`src/rtl/nibble_serial_adder_ctrl_pkg.sv`:
```
// nibble_serial_adder_ctrl_pkg: shared state encoding and nibble width for the serial adder sequencer.
package nibble_serial_adder_ctrl_pkg;
   localparam int NIBBLE_W = 4;
   typedef enum logic [1:0] {
      IDLE = 2'd0,
      RUN  = 2'd1,
      DONE = 2'd2
   } state_t;
endpackage

```
`src/rtl/nibble_serial_adder_ctrl_if.sv`:
```
// nibble_serial_adder_ctrl_if: operation request and result handshakes of the serial adder sequencer.
interface nibble_serial_adder_ctrl_if #(parameter int NIBBLES = 4);
   localparam int W = 4 * NIBBLES;
   logic         start_valid;
   logic         start_ready;
   logic [W-1:0] op_a;
   logic [W-1:0] op_b;
   logic         sub;
   logic         cin;
   logic         res_valid;
   logic         res_ready;
   logic [W-1:0] sum;
   logic         cout;
   logic         ovf;
   logic         busy;
   modport master (
      output start_valid, op_a, op_b, sub, cin, res_ready,
      input  start_ready, res_valid, sum, cout, ovf, busy
   );
   modport slave (
      input  start_valid, op_a, op_b, sub, cin, res_ready,
      output start_ready, res_valid, sum, cout, ovf, busy
   );
endinterface

```
`src/rtl/nibble_serial_adder_ctrl_cla4_nibble.sv`:
```
// cla4_nibble: combinational 4-bit carry-lookahead adder, {c4,s} = a + b + c0.
module cla4_nibble (
   input  logic [3:0] a,
   input  logic [3:0] b,
   input  logic       c0,
   output logic [3:0] s,
   output logic       c4
);
   logic [3:0] g;
   logic [3:0] p;
   logic [4:0] c;
   assign g = a & b;
   assign p = a | b;
   assign c[0] = c0;
   assign c[1] = g[0] | (p[0] & c0);
   assign c[2] = g[1] | (p[1] & g[0]) | (p[1] & p[0] & c0);
   assign c[3] = g[2] | (p[2] & g[1]) | (p[2] & p[1] & g[0]) | (p[2] & p[1] & p[0] & c0);
   assign c[4] = g[3] | (p[3] & g[2]) | (p[3] & p[2] & g[1]) | (p[3] & p[2] & p[1] & g[0])
               | (p[3] & p[2] & p[1] & p[0] & c0);
   assign s  = a ^ b ^ c[3:0];
   assign c4 = c[4];
endmodule

```
`src/rtl/nibble_serial_adder_ctrl.sv`:
```
// nibble_serial_adder_ctrl: multi-nibble add/subtract sequencer time-sharing one CLA nibble adder,
// LSB nibble first, carry rippled between cycles through a register.
module nibble_serial_adder_ctrl
   import nibble_serial_adder_ctrl_pkg::*;
#(
   parameter int NIBBLES = 4
) (
   input logic                        clk,
   input logic                        rst,
   nibble_serial_adder_ctrl_if.slave  bus
);
   localparam int W     = NIBBLE_W * NIBBLES;
   localparam int IDX_W = NIBBLES > 1 ? $clog2(NIBBLES) : 1;

   state_t             state_q, state_d;
   logic [W-1:0]       a_q, a_d, b_q, b_d, sum_q, sum_d;
   logic [IDX_W-1:0]   idx_q, idx_d;
   logic               carry_q, carry_d, cout_q, cout_d, ovf_q, ovf_d;
   logic               start_ready_q, start_ready_d, res_valid_q, res_valid_d, busy_q, busy_d;
   logic [NIBBLE_W-1:0] nib_a, nib_b, s4;
   logic               c4, last;

   assign nib_a = a_q[NIBBLE_W*int'(idx_q) +: NIBBLE_W];
   assign nib_b = b_q[NIBBLE_W*int'(idx_q) +: NIBBLE_W];
   assign last  = idx_q == IDX_W'(NIBBLES - 1);

   cla4_nibble u_cla (.a(nib_a), .b(nib_b), .c0(carry_q), .s(s4), .c4(c4));

   always_comb begin
      state_d       = state_q;
      a_d           = a_q;
      b_d           = b_q;
      sum_d         = sum_q;
      idx_d         = idx_q;
      carry_d       = carry_q;
      cout_d        = cout_q;
      ovf_d         = ovf_q;
      start_ready_d = start_ready_q;
      res_valid_d   = res_valid_q;
      busy_d        = busy_q;
      case (state_q)
         IDLE: if (bus.start_valid && start_ready_q) begin
            a_d           = bus.op_a;
            b_d           = bus.sub ? ~bus.op_b : bus.op_b;
            carry_d       = bus.sub ? 1'b1 : bus.cin;
            idx_d         = '0;
            state_d       = RUN;
            start_ready_d = 1'b0;
            busy_d        = 1'b1;
         end
         RUN: begin
            sum_d[NIBBLE_W*int'(idx_q) +: NIBBLE_W] = s4;
            carry_d = c4;
            idx_d   = last ? idx_q : IDX_W'(idx_q + 1'b1);
            if (last) begin
               cout_d      = c4;
               // carry into the MSB is a^b^s there; overflow when it differs from carry out
               ovf_d       = c4 ^ (a_q[W-1] ^ b_q[W-1] ^ s4[NIBBLE_W-1]);
               res_valid_d = 1'b1;
               state_d     = DONE;
            end
         end
         DONE: if (bus.res_ready) begin
            res_valid_d   = 1'b0;
            busy_d        = 1'b0;
            start_ready_d = 1'b1;
            state_d       = IDLE;
         end
         default: state_d = IDLE;
      endcase
   end

   always_ff @(posedge clk) begin
      if (rst) begin
         state_q       <= IDLE;
         a_q           <= '0;
         b_q           <= '0;
         sum_q         <= '0;
         idx_q         <= '0;
         carry_q       <= 1'b0;
         cout_q        <= 1'b0;
         ovf_q         <= 1'b0;
         start_ready_q <= 1'b1;
         res_valid_q   <= 1'b0;
         busy_q        <= 1'b0;
      end else begin
         state_q       <= state_d;
         a_q           <= a_d;
         b_q           <= b_d;
         sum_q         <= sum_d;
         idx_q         <= idx_d;
         carry_q       <= carry_d;
         cout_q        <= cout_d;
         ovf_q         <= ovf_d;
         start_ready_q <= start_ready_d;
         res_valid_q   <= res_valid_d;
         busy_q        <= busy_d;
      end
   end

   assign bus.start_ready = start_ready_q;
   assign bus.res_valid   = res_valid_q;
   assign bus.sum         = sum_q;
   assign bus.cout        = cout_q;
   assign bus.ovf         = ovf_q;
   assign bus.busy        = busy_q;
endmodule

```
`src/flat_wrapper.sv`:
```
// flat-port wrapper written by rule: the top's interface ports become plain ports
module nibble_serial_adder_ctrl_flat import nibble_serial_adder_ctrl_pkg::*;
#(
   parameter int NIBBLES = 4
)
  (clk, rst, bus_start_valid, bus_op_a, bus_op_b, bus_sub, bus_cin, bus_res_ready, bus_start_ready, bus_res_valid, bus_sum, bus_cout, bus_ovf, bus_busy);
  nibble_serial_adder_ctrl_if #(.NIBBLES(NIBBLES)) bus_i ();
  input logic clk;
  input logic rst;
  input wire logic [$bits(bus_i.start_valid)-1:0] bus_start_valid;
  input wire logic [$bits(bus_i.op_a)-1:0] bus_op_a;
  input wire logic [$bits(bus_i.op_b)-1:0] bus_op_b;
  input wire logic [$bits(bus_i.sub)-1:0] bus_sub;
  input wire logic [$bits(bus_i.cin)-1:0] bus_cin;
  input wire logic [$bits(bus_i.res_ready)-1:0] bus_res_ready;
  output wire logic [$bits(bus_i.start_ready)-1:0] bus_start_ready;
  output wire logic [$bits(bus_i.res_valid)-1:0] bus_res_valid;
  output wire logic [$bits(bus_i.sum)-1:0] bus_sum;
  output wire logic [$bits(bus_i.cout)-1:0] bus_cout;
  output wire logic [$bits(bus_i.ovf)-1:0] bus_ovf;
  output wire logic [$bits(bus_i.busy)-1:0] bus_busy;
  assign bus_i.start_valid = bus_start_valid;
  assign bus_i.op_a = bus_op_a;
  assign bus_i.op_b = bus_op_b;
  assign bus_i.sub = bus_sub;
  assign bus_i.cin = bus_cin;
  assign bus_i.res_ready = bus_res_ready;
  assign bus_start_ready = bus_i.start_ready;
  assign bus_res_valid = bus_i.res_valid;
  assign bus_sum = bus_i.sum;
  assign bus_cout = bus_i.cout;
  assign bus_ovf = bus_i.ovf;
  assign bus_busy = bus_i.busy;
  nibble_serial_adder_ctrl #(.NIBBLES(NIBBLES)) u_core (.clk(clk), .rst(rst), .bus(bus_i));
endmodule
```
`config.mk`:
```
export PLATFORM = sky130hd
export DESIGN_NAME = nibble_serial_adder_ctrl_flat
export DESIGN_NICKNAME = d
export VERILOG_FILES = /design/src/rtl/nibble_serial_adder_ctrl_pkg.sv /design/src/rtl/nibble_serial_adder_ctrl_if.sv /design/src/rtl/nibble_serial_adder_ctrl_cla4_nibble.sv /design/src/rtl/nibble_serial_adder_ctrl.sv /design/src/flat_wrapper.sv
export SDC_FILE = /design/constraint.sdc
export NUM_CORES = 1
export LEC_CHECK = 0
export ABC_CLOCK_PERIOD_IN_PS = 2900
export BUFFER_PORTS_ARGS = -buffer_cell sky130_fd_sc_hd__clkbuf_2
export CELL_PAD_IN_SITES_DETAIL_PLACEMENT = 1
export CELL_PAD_IN_SITES_GLOBAL_PLACEMENT = 1
export CORE_ASPECT_RATIO = 1.2
export CORE_MARGIN = 3
export CORE_UTILIZATION = 41
export DETAILED_ROUTE_END_ITERATION = 8
export GPL_ROUTABILITY_DRIVEN = 0
export HOLD_SLACK_MARGIN = 0.06
export MAX_ROUTING_LAYER = met4
export PLACE_DENSITY = 0.86
export SYNTH_ARGS = -nofsm -noshare
export SYNTH_HDL_FRONTEND = slang
export SYNTH_SLANG_ARGS = --single-unit
```
`constraint.sdc`:
```
create_clock -name clk -period 2.9 [get_ports clk]
set_input_delay 0.725 -clock clk [delete_from_list [all_inputs] [get_ports clk]]
set_output_delay 0.725 -clock clk [all_outputs]
set_load 0.1 [all_outputs]
```
# Word-level counts from Yosys, hierarchy flattened
# Index checks and enable logic that the tools add are counted.
# W data, S select, Z words.
dict set report op_classes {
  addsub 2
  n_mux 20
  n_shift 4
  bitwise 34
  n_eq_ne 7
  n_reduce_logical 12
}
# cell n
set ops {}
lappend ops {{$neg A4 Y33} 1}
lappend ops {{$shift A4 B33 Y16 const A} 1}
lappend ops {{$shiftx A4 B33 Y16} 1}
lappend ops {{$shiftx A16 B5 Y4} 2}
lappend ops {{$and A1 B1 Y1} 16}
lappend ops {{$bwmux W16} 1}
lappend ops {{$mux W16} 1}
lappend ops {{$not A16 Y16} 1}
lappend ops {{$reduce_and A3 Y1} 4}
lappend ops {{$mux W2} 5}
lappend ops {{$or A1 B1 Y1} 10}
lappend ops {{$pmux W1 S2} 4}
lappend ops {{$xor A4 B4 Y4} 2}
lappend ops {{$mux W1} 7}
lappend ops {{$pmux W2 S3} 1}
lappend ops {{$reduce_and A2 Y1} 3}
lappend ops {{$reduce_bool A2 Y1} 3}
lappend ops {{$and A4 B4 Y4} 1}
lappend ops {{$eq A2 B2 Y1 const B} 2}
lappend ops {{$ne A2 B1 Y1 const B} 2}
lappend ops {{$ne A2 B2 Y1 const B} 2}
lappend ops {{$or A4 B4 Y4} 1}
lappend ops {{$pmux W2 S2} 1}
lappend ops {{$xor A1 B1 Y1} 3}
lappend ops {{other kinds (4)} 4}
dict set report totals {
  inputBits 38
  output_inout_bits 21
  regBits 58
}

# Longest topological paths before layout
# Gate-level depths: netlist (run 1).
dict set report logic_depth {
  ltp_word 9
  ltp_mapped 11
  depth_no_buf 9
}

# Hierarchy
# From an unflattened synthesis (run 1), not the netlist that was laid out.
dict set report unflattened {
  cells_unflattened 316
  area_unflattened_um2 2990.4
}
# module instances cells_each area_per_inst_um2
set by_module_without_submodules {}
lappend by_module_without_submodules {nibble_serial_adder_ctrl 1 278 2713.9}
lappend by_module_without_submodules {cla4_nibble 1 38 276.5}

# Least setup slack after synthesis (run 1)
# OpenSTA, ideal clock, no wires.
dict set report synth_timing {
  path_kind {reg2reg}
  from {register u_core.idx_q[0]}
  to {register u_core.ovf_q (netlist: u_core.bus.ovf)}
  arrival_ns 2.323
  path_stages_with_launch 12
  path_slack_ns 0.447
  period_less_slack_ns 2.453
  path_cell_list {dfxtp_1 > clkbuf_2 > buf_4 > mux4_2 > inv_1 > ha_1 > inv_1 > a21oi_1 > nand2_1 > xnor3_1 > o211ai_1 > o211ai_1}
}
dict set report synth_between {
  elab_chain_cells 9
  word_cells_on_any_way 29
}
# element line
set synth_rtl {}
lappend synth_rtl {{start: declaration} nibble_serial_adder_ctrl.sv:17} ;# logic [IDX_W-1:0] idx_q, idx_d;
lappend synth_rtl {{start signal: assignment} nibble_serial_adder_ctrl.sv:91} ;# idx_q <= idx_d;
lappend synth_rtl {{$shiftx A16 B5 Y4, on equally long branches} {nibble_serial_adder_ctrl.sv:23, nibble_serial_adder_ctrl.sv:24}}
lappend synth_rtl {{$or A4 B4 Y4 or $and A4 B4 Y4 (tied branches)} {nibble_serial_adder_ctrl_cla4_nibble.sv:13, nibble_serial_adder_ctrl_cla4_nibble.sv:12}}
lappend synth_rtl {{$and A1 B1 Y1} nibble_serial_adder_ctrl_cla4_nibble.sv:17} ;# assign c[3] = g[2] | (p[2] & g[1]) | (p[2] & p[1] & g[0]) | (p[2] & p[1] & p[0] & c0);
lappend synth_rtl {{$or A1 B1 Y1 or $and A1 B1 Y1 (tied branches) (2 in a row)} nibble_serial_adder_ctrl_cla4_nibble.sv:17}
lappend synth_rtl {{$or A1 B1 Y1} nibble_serial_adder_ctrl_cla4_nibble.sv:17}
lappend synth_rtl {{$xor A4 B4 Y4} nibble_serial_adder_ctrl_cla4_nibble.sv:20} ;# assign s = a ^ b ^ c[3:0];
lappend synth_rtl {{$xor A1 B1 Y1 (2 in a row)} nibble_serial_adder_ctrl.sv:58} ;# ovf_d = c4 ^ (a_q[W-1] ^ b_q[W-1] ^ s4[NIBBLE_W-1]);
lappend synth_rtl {{end signal: assignment} nibble_serial_adder_ctrl.sv:94} ;# ovf_q <= ovf_d;
lappend synth_rtl {{end: declaration} nibble_serial_adder_ctrl.sv:18} ;# logic carry_q, carry_d, cout_q, cout_d, ovf_q, ovf_d;
# Parallel ways exist; a longest one is shown, timed or not.
# A chain may end at the register's enable or synchronous reset.

# Worst setup path in the final report (run 1)
dict set report layout_timing {
  from {register u_core.idx_q[0]}
  to {register u_core.sum_q[7] (netlist: u_core.bus.sum[7])}
}
dict set report layout_between {
  elab_chain_cells 9
  word_cells_on_any_way 25
}
# element line
set layout_rtl {}
lappend layout_rtl {{$shiftx A16 B5 Y4, on equally long branches} {nibble_serial_adder_ctrl.sv:23, nibble_serial_adder_ctrl.sv:24}}
lappend layout_rtl {{$or A4 B4 Y4 or $and A4 B4 Y4 (tied branches)} {nibble_serial_adder_ctrl_cla4_nibble.sv:13, nibble_serial_adder_ctrl_cla4_nibble.sv:12}}
lappend layout_rtl {{$and A1 B1 Y1} nibble_serial_adder_ctrl_cla4_nibble.sv:17}
lappend layout_rtl {{$or A1 B1 Y1 or $and A1 B1 Y1 (tied branches) (2 in a row)} nibble_serial_adder_ctrl_cla4_nibble.sv:17}
lappend layout_rtl {{$or A1 B1 Y1} nibble_serial_adder_ctrl_cla4_nibble.sv:17}
lappend layout_rtl {{$xor A4 B4 Y4} nibble_serial_adder_ctrl_cla4_nibble.sv:20}
lappend layout_rtl {{$shiftx A4 B33 Y16} nibble_serial_adder_ctrl.sv:52} ;# sum_d[NIBBLE_W*int'(idx_q) +: NIBBLE_W] = s4;
lappend layout_rtl {{$bwmux W16 *} nibble_serial_adder_ctrl.sv:52}
lappend layout_rtl {{end signal: assignment} nibble_serial_adder_ctrl.sv:90} ;# sum_q <= sum_d;
lappend layout_rtl {{end: declaration} nibble_serial_adder_ctrl.sv:16} ;# logic [W-1:0] a_q, a_d, b_q, b_d, sum_q, sum_d;
# Mark *: on every way between the ends. The rest lies on a longest branch, timed or not.

==> results of run 1 <==
==> sequential cells by signal, indices dropped and copies added, names as in the netlist <==
signal / flops
u_core.a_q: 16
u_core.carry_q: 1
u_core.idx_q: 2
u_core.bus.busy: 1
u_core.bus.ovf: 1
u_core.bus.cout: 1
u_core.state_q: 2
u_core.bus.sum: 16
u_core.b_q: 16
u_core.bus.start_ready: 1
u_core.bus.res_valid: 1
==> worst max path at each step <==
stage / startpoint / end / slack (ns) / cells past startpoint
finish: u_core.idx_q[0]$_SDFFE_PP0P_ / u_core.bus.sum[7]$_SDFFE_PP0P_ / 0.25 / 10
global route: u_core.idx_q[0]$_SDFFE_PP0P_ / u_core.bus.sum[7]$_SDFFE_PP0P_ / 0.02 / 10
floorplan: u_core.idx_q[0]$_SDFFE_PP0P_ / u_core.bus.ovf$_SDFFE_PP0P_ / 0.45 / 11
global placement: u_core.idx_q[0]$_SDFFE_PP0P_ / u_core.bus.ovf$_SDFFE_PP0P_ / 0.41 / 10
CTS: u_core.idx_q[0]$_SDFFE_PP0P_ / u_core.bus.sum[7]$_SDFFE_PP0P_ / 0.23 / 10
detailed placement: u_core.idx_q[0]$_SDFFE_PP0P_ / u_core.bus.ovf$_SDFFE_PP0P_ / 0.24 / 9
==> placed cells by master (no fill, tap or decap), drive strengths merged, types with 4 or more instances in the layout <==
master  Yosys  final
nand2      43     43
a211oi     16     16
buf         9      8
clkbuf     11     69
inv        12     12
mux4        8      8
dfxtp      58     58
ha         15     15
nor2       43     43
a22oi      17     17
xor2        4      4
a21oi      25     25
xnor2      16     16
==> critical path: cells and delay by family, from the launching register on <==
kind,cells,cell delay [ns]
AO/OA/AOI/OAI,2,0.38
XOR/XNOR,1,0.35
adder cells (fa/ha/maj),1,0.17
buffers and inverters,3,0.36
flip-flops,1,0.55
multiplexers,1,0.51
AND/OR/NAND/NOR,2,0.27
==> Yosys cell counts, types with 2 or more instances <==
| master | n |
|---|---|
| o211ai_1 | 2 |
| inv_1 | 12 |
| xor2_1 | 4 |
| nor2_1 | 43 |
| nor4_1 | 3 |
| xnor2_1 | 16 |
| mux4_2 | 8 |
| buf_2 | 6 |
| o21ai_0 | 2 |
| ha_1 | 15 |
| a211oi_1 | 16 |
| a21oi_1 | 24 |
| clkbuf_1 | 10 |
| nor3_1 | 3 |
| nand2_1 | 43 |
| o21bai_1 | 2 |
| buf_1 | 2 |
| nor2b_1 | 2 |
| dfxtp_1 | 58 |
| a22oi_1 | 17 |
==> layer usage <==
metal  global-route usage, %  up-vias  wire length [µm]
met4                    8.87        0               161
met2                    34.9       53              3700
met3                    5.62       18               316
li1                        -     1162                 -
met1                    22.0     1140              2780
met5                       -        -                 0
==> area by class of cell <==
type / instances / area, µm² / share of cell area [%]
Multi-Input combinational cell: 215 / 1500 / 44.9
Sequential cell: 58 / 1160 / 34.9
Timing Repair Buffer: 66 / 350 / 10.5
Clock buffer: 11 / 141 / 4.25
Tap cell: 85 / 106 / 3.19
Inverter: 12 / 45.0 / 1.35
Clock inverter: 5 / 30.0 / 0.902
==> report_power, final <==
| group | leakage, µW | switching, µW | internal, µW |
|---|---|---|---|
| clock network | 0.0000851 | 328 | 328 |
| registers | 0.000474 | 36.9 | 845 |
| logic | 0.000805 | 227 | 148 |
| total | 0.00136 | 592 | 1320 |
==> kinds of logic after synthesis <==
group | count (synthesis)
compound gates | 66
mux | 8
xor+xnor | 21
buf+inv | 32
fa+ha+maj | 16
simple gates | 104
flops | 58
==> per-stage QoR <==
step / utilization (%) / hold slack, ns
finish: 51.0 / 0.463
global route: 51.0 / 0.485
CTS: 51.0 / 0.469
detailed placement: 48.4 / 0.460
global placement: 48.4 / 0.457
floorplan: - / 0.433
==> flow_metrics.py, run 1 <==
metrics = {
    "place": {
        "place_ws_ns": 0.244,
        "hpwl_um": 5250,
        "place_area_mm2": 0.00316,
        "placed_cells_incl_taps": 436,
        "io_buffers": 58,
    },
    "finish": {
        "drive_gt1_share_pct": 25.9,
        "nets": 416,
        "stdcell_count": 452,
        "diodes": 0,
        "fillers": 804,
        "stdcell_area_mm2": 0.00333,
        "area_growth_pct": 19.6,
    },
    "worst_setup_path": {
        "crit_type": "reg -> reg",
        "cpMaxStageDelayCell": "dfxtp_1",
        "worst_r2r_path_depth": 10,
        "ff2ff_setup_slack_ns": 0.25,
        "path_cells": "buf_4 > mux4_2 > inv_1 > ha_1 > inv_1 > a21oi_1 > nand2_1 > xor2_1 > a22oi_1 > nor2_1",
        "crit_fanout": 7,
        "crit_path_max_incr_delay_ns": 0.55,
        "worst_setup_path_end_kind": "register",
        "r2r_end": "u_core.bus.sum[7]$_SDFFE_PP0P_",
        "critical_path_arrival_ns": 2.93,
        "critPathLaunchType": "register",
        "regToRegStartpoint": "u_core.idx_q[0]$_SDFFE_PP0P_",
        "critPathMostFrequentCell": "inv_1",
        "cp.required_ns": 3.18,
    },
    "global_route": {
        "overflow": 0,
        "grt_pass1_wl_um": 11600,
        "first_global_vias": 2499,
        "antenna_found_initial": 0,
        "grt_max_degree": 42,
        "grt_util_all_layers_pct": 20.4,
    },
    "die": {
        "initial_core_util_pct": 42.6,
        "die_h_um": 96.2,
        "design.die.area_mm2": 0.00782,
        "core_area_mm2": 0.00653,
        "rows": 32,
        "io_pins": 59,
        "dieWidth_um": 81.2,
    },
    "logic_synthesis": {
        "synth_ff_type": "dfxtp_1",
        "yosysUniqueCellTypes": 37,
        "syn_avg_cell_area_um2": 9.12,
        "netlist_area_mm2": 0.00278,
        "synth_xor_area_share_pct": 7.10,
        "synth_async_sr_flop_share_pct": 0,
        "synth_top_family_by_area": "simple AND/OR/NAND/NOR gates",
        "synthMuxAreaShare_pct": 6.47,
        "synthCells": 305,
        "synthesis.nets": 359,
        "synth_seq_cells": 58,
        "ys_seq_area_share_pct": 41.7,
        "synth_edf_count": 0,
        "synthSimpleGateAreaFrac_pct": 16.8,
        "synth_top_area_share_pct": 41.7,
        "ys_top_cells_by_area": "dfxtp_1 (42%), ha_1 (6.7%), mux4_2 (6.5%)",
        "synth_top_cell_by_area": "dfxtp_1",
        "synth_compound_area_share_pct": 15.6,
        "synth-adder-area-share_pct": 7.46,
        "yosysWarningCount": 0,
    },
    "detailed_routing": {
        "first_iter_violations": 96,
        "viasPerCell": 5.25,
        "drtAntennaViolNets": 0,
        "routed_wl_um": 6960,
        "wl_per_cell_um": 15.4,
        "drt-pass1-iter-count": 4,
        "vias": 2373,
        "route.detailed.drc": 0,
    },
    "clocking": {
        "cts_num_sinks": 58,
        "cts_buffer_depth": 2,
        "postCtsHoldBufs": 0,
        "clock_tree.root_cell": "clkbuf_8",
        "clk_pin_slew_ns": 0.07,
        "htree_levels": 3,
        "insertion_delay_ns": 0.35,
        "post_cts_resized": 0,
        "cts_made_buffers": 9,
        "cts_setup_buffers": 0,
        "cts_tree": "done",
    },
    "timing": {
        "max_freq_ghz": 0.378,
        "fin_skew_ns": 0.0104,
        "worst_slew_pin_slew_ns": 0.655,
        "setup_viol": 0,
        "rsz0062_at_grt": "no",
        "slew_viol_final": 0,
        "worst_slack_ns": 0.254,
        "hold_violations": 0,
        "post-route-period-util_pct": 91.2,
        "fin_crit_ns": 2.65,
        "relSlewSlack_pct": 55.9,
        "setup_tns_ns": 0,
    },
    "hold_path": {
        "hp-class": "reg -> reg",
        "hold_depth": 2,
        "min_from": "u_core.a_q[11]$_SDFFE_PP0P_",
        "hold_end": "u_core.a_q[11]$_SDFFE_PP0P_",
    },
    "power": {
        "p_leak_uw": 0.00136,
        "peakVddDrop_mv": 0.237,
        "p_total_uw": 1910,
        "powerDensity_mw_per_mm2": 575,
    },
    "run_status": {
        "status": "complete, no violations",
    },
    "run": {
        "cap_violations": 0,
    },
}
No activity file was read; power rests on OpenSTA's default activity.
==> run 2, diff against run 1 <==
--- a/config.mk
+++ b/config.mk
@@ -11,7 +11,7 @@
 export CELL_PAD_IN_SITES_GLOBAL_PLACEMENT = 1
 export CORE_ASPECT_RATIO = 1.2
 export CORE_MARGIN = 3
-export CORE_UTILIZATION = 41
+export CORE_UTILIZATION = 42
 export DETAILED_ROUTE_END_ITERATION = 8
 export GPL_ROUTABILITY_DRIVEN = 0
 export HOLD_SLACK_MARGIN = 0.06
@@ -19,4 +19,5 @@
 export PLACE_DENSITY = 0.86
 export SYNTH_ARGS = -nofsm -noshare
 export SYNTH_HDL_FRONTEND = slang
+export SYNTH_HIERARCHICAL = 1
 export SYNTH_SLANG_ARGS = --single-unit
==> run 2 against run 1 <==
  * Sequential power up 0.5%
  * Area after synthesis up 7.5%
  * Synthesized cell count up 3.6%
  * Die area up 4.6%
  * Critical path type unchanged
  * Largest power group unchanged
==> flow_metrics.py, run 2 <==
metrics = {
    "run_status": {
        "status": "complete, no violations",
    },
    "detailed_routing": {
        "vias": 2522,
        "wl_per_cell_um": 16.6,
        "drt-pass1-iter-count": 4,
        "viasPerCell": 5.45,
        "route.detailed.drc": 0,
        "first_iter_violations": 72,
        "routed_wl_um": 7690,
        "drtAntennaViolNets": 0,
    },
    "worst_setup_path": {
        "crit_fanout": 9,
        "critPathLaunchType": "register",
        "critical_path_arrival_ns": 2.94,
        "cp.required_ns": 3.15,
        "crit_type": "reg -> reg",
        "worst_setup_path_end_kind": "register",
    },
    "clocking": {
        "cts_num_sinks": 58,
        "cts_buffer_depth": 2,
        "cts_made_buffers": 9,
        "insertion_delay_ns": 0.33,
        "htree_levels": 3,
        "clock_tree.root_cell": "clkbuf_8",
        "cts_tree": "done",
        "clk_pin_slew_ns": 0.07,
    },
    "global_route": {
        "grt_util_met1_pct": 21.8,
        "first_global_vias": 2693,
        "overflow": 0,
        "antenna_found_initial": 0,
        "use_met2_pct": 36.0,
        "use_met3_pct": 4.10,
        "top_usage_layer": "met2",
        "grt_pass1_wl_um": 12900,
        "grt_util_all_layers_pct": 20.1,
        "grt_max_degree": 35,
    },
    "logic_synthesis": {
        "netlist_area_mm2": 0.00299,
        "yosysWarningCount": 6,
        "post-synth-top-count-cell": "dfxtp_1",
        "synth_ff_type": "dfxtp_1",
        "synth_top_cell_by_area": "dfxtp_1",
        "synth_top_area_share_pct": 38.8,
        "synth_edf_count": 0,
        "synth_seq_cells": 58,
        "synthCells": 316,
        "syn_avg_cell_area_um2": 9.46,
        "yosysUniqueCellTypes": 42,
        "synthesis.nets": 370,
        "synth_async_sr_flop_share_pct": 0,
        "ys_seq_area_share_pct": 38.8,
        "ys_top_cells_by_area": "dfxtp_1 (39%), a211oi_2 (6.7%), ha_1 (6.3%)",
        "synth_common_cells": "dfxtp_1 (58), nand2_1 (40), nor2_1 (32)",
    },
    "run": {
        "cap_violations": 0,
    },
    "power": {
        "p_sw_uw": 610,
        "share_seq_of_total_power_pct": 42.0,
        "pwr-share-clk_pct": 38.2,
        "p_int_uw": 1500,
        "switching_share_pct": 28.9,
        "p_comb_share_pct": 19.8,
        "peakVddDrop_mv": 0.301,
        "p_leak_uw": 0.00139,
        "powerDensity_mw_per_mm2": 594,
    },
    "finish": {
        "area_growth_pct": 18.8,
        "drive_gt1_share_pct": 27.9,
        "fillers": 827,
        "utilization_pct": 51.8,
        "diodes": 0,
        "stdcell_area_mm2": 0.00355,
        "layout_common_cells": "clkbuf_2 (58), dfxtp_1 (56), nand2_1 (40), nor2_1 (32), a21oi_1 (31)",
        "nets": 425,
        "final_common_cell": "clkbuf_2",
    },
    "timing": {
        "worst_slack_ns": 0.207,
        "fin_skew_ns": 0.00672,
        "relSlewSlack_pct": 46.2,
        "setup_viol": 0,
        "fin_crit_ns": 2.69,
        "post-route-period-util_pct": 92.9,
        "worst_slew_pin_slew_ns": 0.806,
        "hold_violations": 0,
        "slew_viol_final": 0,
        "setup_tns_ns": 0,
        "max_freq_ghz": 0.371,
    },
    "die": {
        "initial_core_util_pct": 43.6,
        "io_pins": 59,
        "design.die.area_mm2": 0.00817,
        "die_h_um": 98.4,
        "rows": 33,
        "core_area_mm2": 0.00685,
        "dieWidth_um": 83.0,
    },
    "place": {
        "io_buffers": 58,
        "place_ws_ns": -0.00898,
        "place_area_mm2": 0.00333,
        "hpwl_um": 5440,
    },
    "hold_path": {
        "hp-class": "reg -> reg",
    },
}
run 2: cell types whose count changed in the layout (fill, tap and decap cells not counted), sizes merged, moves of 4 or more:
cell,previous run,this run
a21oi,25,31
nor2,43,32
nand4,0,4
a22oi,17,0
nand3b,1,6
a32oi,0,12
xnor2,16,20
clkbuf,69,73
inv,12,17
run 2: metal layers:
metal | vias to the layer above | part of all wire [%]
li1 | 1220 | -
met1 | 1236 | 40
met2 | 55 | 54
met3 | 11 | 4.2
met4 | 0 | 1.6
met5 | - | 0
run 2: area by class of cell:
type / count / area (µm²) / share of cell area (%)
clock inverter: 1 / 30.0 / 0.845
multi-input combinational: 221 / 1640 / 46.2
sequential: 58 / 1160 / 32.7
timing repair buffer: 64 / 360 / 10.1
clock buffer: 15 / 186 / 5.25
inverter: 17 / 63.8 / 1.80
tap: 87 / 109 / 3.06
run 2: cell families after synthesis:
group / Yosys count / share of synthesized area, %
buffers and inverters: 37 / 6.36
flip-flops: 58 / 38.8
adder cells (fa/ha/maj): 16 / 6.95
AND/OR/NAND/NOR: 104 / 17.1
AO/OA/AOI/OAI: 71 / 18.2
XOR/XNOR: 21 / 6.15
multiplexers: 9 / 6.49
run 2: path summary, 6_finish.rpt:
check / start / to / slack, ns / cells after the start
setup reg to reg: u_core/idx_q[0]$_SDFFE_PP0P_ / u_core/bus.ovf$_SDFFE_PP0P_ / 0.21 / 9
hold / removal: u_core/bus.sum[10]$_SDFFE_PP0P_ / u_core/bus.sum[10]$_SDFFE_PP0P_ / 0.46 / 2
setup / recovery: u_core/idx_q[0]$_SDFFE_PP0P_ / u_core/bus.ovf$_SDFFE_PP0P_ / 0.21 / 9
hold reg to reg: u_core/bus.sum[10]$_SDFFE_PP0P_ / u_core/bus.sum[10]$_SDFFE_PP0P_ / 0.46 / 2
run 2: worst max-delay path, stage by stage, from the launching register on:
cell and delay, ns:
dfxtp_2 0.51, mux4_1 0.63, inv_1 0.08, ha_1 0.18, inv_1 0.08, a2111oi_1 0.45, a211oi_1 0.14, xnor2_1 0.16
xnor2_1 0.13, a311oi_1 0.24
run 2: per-stage QoR:
stage	power, µW	instances	hold slack (ns)
after global routing	2220	463	0.483
after global placement	1290	447	0.441
after detailed placement	1320	447	0.450
after floorplan	1210	316	0.432
final	2110	463	0.456
after CTS	2130	463	0.459
run 2: timing repair:
item | CTS | global route
hold buffers | 0 | 0
setup buffers | 0 | 0
gates resized for setup | 1 | 2
setup endpoints to repair | 1 | 2
run 2: power groups by stage:
stage               clock, µW  sequential [µW]  combinational [µW]
CTS                       818              887                 420
detailed placement          0              904                 413
finish                    807              886                 418
floorplan                   0              927                 280
global placement            0              901                 394
global route              867              893                 459
==> run 3, diff against run 2 <==
--- a/config.mk
+++ b/config.mk
@@ -10,13 +10,14 @@
 export CELL_PAD_IN_SITES_DETAIL_PLACEMENT = 1
 export CELL_PAD_IN_SITES_GLOBAL_PLACEMENT = 1
 export CORE_ASPECT_RATIO = 1.2
-export CORE_MARGIN = 3
+export CORE_MARGIN = 5
 export CORE_UTILIZATION = 42
 export DETAILED_ROUTE_END_ITERATION = 8
 export GPL_ROUTABILITY_DRIVEN = 0
 export HOLD_SLACK_MARGIN = 0.06
 export MAX_ROUTING_LAYER = met4
 export PLACE_DENSITY = 0.86
+export RECOVER_POWER = 50
 export SYNTH_ARGS = -nofsm -noshare
 export SYNTH_HDL_FRONTEND = slang
 export SYNTH_HIERARCHICAL = 1
==> run 3 against run 2 <==
  * Via count fell by 1.6%
  * Wire length increased by 2.2%
  * Cell count stayed put
  * Sequential cell count unchanged
  * Die area is 9.1% higher
  * Register-to-register slack got worse by 0.02 ns
  * Clock power shrank 5.1%
  * Critical path depth did not move
  * Largest power group unchanged
==> flow_metrics.py, run 3 (synthesis gave the netlist of run 2 again) <==
metrics = {
    "run_status": {
        "status": "complete, no violations",
    },
    "finish": {
        "final_common_cell": "clkbuf_2",
        "nets": 425,
        "area_growth_pct": 16.2,
        "layout_common_cells": "clkbuf_2 (57), dfxtp_1 (56), nand2_1 (40), nor2_1 (32), a21oi_1 (31)",
        "fillers": 833,
        "drive_gt1_share_pct": 25.5,
        "diodes": 0,
        "stdcell_count": 463,
    },
    "timing": {
        "slew_viol_final": 0,
        "whs_ns": 0.459,
        "hold_violations": 0,
        "setup_viol": 0,
        "fin_crit_ns": 2.71,
        "worst_slew_pin_slew_ns": 1.33,
        "relSlewSlack_pct": 11.1,
        "worst_slack_ns": 0.187,
        "fin_skew_ns": 0.00927,
        "max_freq_ghz": 0.369,
        "rsz0062_at_grt": "no",
        "post-route-period-util_pct": 93.5,
    },
    "detailed_routing": {
        "drtAntennaViolNets": 0,
        "viasPerCell": 5.36,
        "wl_per_cell_um": 17.0,
        "routed_wl_um": 7850,
        "vias": 2482,
        "route.detailed.drc": 0,
        "drt-pass1-iter-count": 4,
        "first_iter_violations": 64,
    },
    "die": {
        "core_area_mm2": 0.00690,
        "io_pins": 59,
        "dieWidth_um": 87.0,
        "die_h_um": 102,
        "initial_core_util_pct": 43.4,
        "rows": 33,
        "design.die.area_mm2": 0.00891,
    },
    "global_route": {
        "use_met3_pct": 3.79,
        "grt_util_met1_pct": 20.1,
        "first_global_vias": 2657,
        "grt_pass1_wl_um": 12900,
        "overflow": 0,
        "grt_util_all_layers_pct": 19.5,
        "antenna_found_initial": 0,
        "top_usage_layer": "met2",
        "grt_max_degree": 35,
        "use_met2_pct": 35.4,
    },
    "worst_setup_path": {
        "cpMaxStageDelayCell": "mux4_1",
        "crit_fanout": 9,
        "crit_family": "compound AO/OA/AOI/OAI gates",
        "cp.required_ns": 3.13,
        "path_cells": "mux4_1 > inv_1 > ha_1 > inv_1 > a2111oi_0 > a211oi_1 > xnor2_1 > xnor2_1 > a311oi_1",
        "critPathLaunchType": "register",
        "path_buf_inv": 2,
        "crit_path_max_incr_delay_ns": 0.61,
        "worst_setup_path_end_kind": "register",
        "crit_type": "reg -> reg",
        "critical_path_arrival_ns": 2.94,
    },
    "clocking": {
        "cts_buffer_depth": 2,
        "clk_pin_slew_ns": 0.07,
        "postCtsHoldBufs": 0,
        "cts_made_buffers": 9,
        "cts_tree": "done",
        "htree_levels": 3,
        "clock_tree.root_cell": "clkbuf_8",
        "cts_num_sinks": 58,
        "insertion_delay_ns": 0.34,
    },
    "place": {
        "placed_cells_incl_taps": 447,
        "place_ws_ns": -0.0106,
        "io_buffers": 58,
        "hpwl_um": 5730,
    },
    "power": {
        "powerDensity_mw_per_mm2": 591,
        "p_leak_uw": 0.00136,
        "peakVddDrop_mv": 0.278,
    },
    "run": {
        "cap_violations": 0,
    },
    "hold_path": {
        "hp-class": "reg -> reg",
    },
}
## run 3: cell types whose count changed in the layout (fill, tap and decap cells not counted), moves of 2 or more
cell / before / now
a211oi_1: 1 / 7
clkbuf_8: 13 / 11
clkinvlp_4: 0 / 2
clkbuf_1: 2 / 4
a211oi_2: 16 / 10
buf_12: 2 / 0
## run 3: what timing repair did
action                                  in CTS  in global routing
endpoints found under the setup margin       1                  1
gates resized for setup                      1                  2
setup buffers                                0                  0
## run 3: worst reg2reg max path, cell delays in order (launching register included)
cell       delay, ns
dfxtp_4         0.45
mux4_1          0.61
inv_1           0.09
ha_1            0.19
inv_1           0.07
a2111oi_0       0.43
a211oi_1        0.14
xnor2_1         0.17
xnor2_1         0.14
a311oi_1        0.30
## run 3: path summary, 6_finish.rpt
kind | startpoint | endpoint | slack [ns] | cells past startpoint
worst min-delay path | u_core/bus.sum[10]$_SDFFE_PP0P_ | u_core/bus.sum[10]$_SDFFE_PP0P_ | 0.46 | 2
worst max register to register | u_core/idx_q[0]$_SDFFE_PP0P_ | u_core/bus.ovf$_SDFFE_PP0P_ | 0.19 | 9
worst min register to register | u_core/bus.sum[10]$_SDFFE_PP0P_ | u_core/bus.sum[10]$_SDFFE_PP0P_ | 0.46 | 2
worst max-delay path | u_core/idx_q[0]$_SDFFE_PP0P_ | u_core/bus.ovf$_SDFFE_PP0P_ | 0.19 | 9
## run 3: stage by stage
stage               util (%)  TNS, ns  total power, µW  instance area (µm²)
finish                  50.4        0             2050                 3480
global route            50.4        0             2150                 3480
CTS                     51.3        0             2090                 3540
detailed placement      48.3  -0.0106             1320                 3330
global placement        48.3        0             1300                 3330
floorplan                  -        0             1210                 2990
## run 3: cell type report
| class | count | area, µm² | area share (%) |
|---|---|---|---|
| sequential | 58 | 1170 | 33.5 |
| timing repair buffer | 64 | 327 | 9.40 |
| clock inverter | 4 | 50.0 | 1.44 |
| inverter | 17 | 63.8 | 1.84 |
| multi-input combinational | 221 | 1610 | 46.2 |
| clock buffer | 12 | 155 | 4.46 |
| tap | 87 | 109 | 3.13 |
## run 3: layer usage
layer,up-vias,part of all wire [%]
li1,1216,-
met1,1188,39
met2,61,55
met3,17,3.3
met4,0,2.4
met5,-,0
## run 3: power breakdown
| group | leakage, µW | internal (µW) | switching [µW] |
|---|---|---|---|
| clock network | 0.0000986 | 442 | 324 |
| logic | 0.000786 | 153 | 246 |
| registers | 0.000475 | 845 | 42.3 |
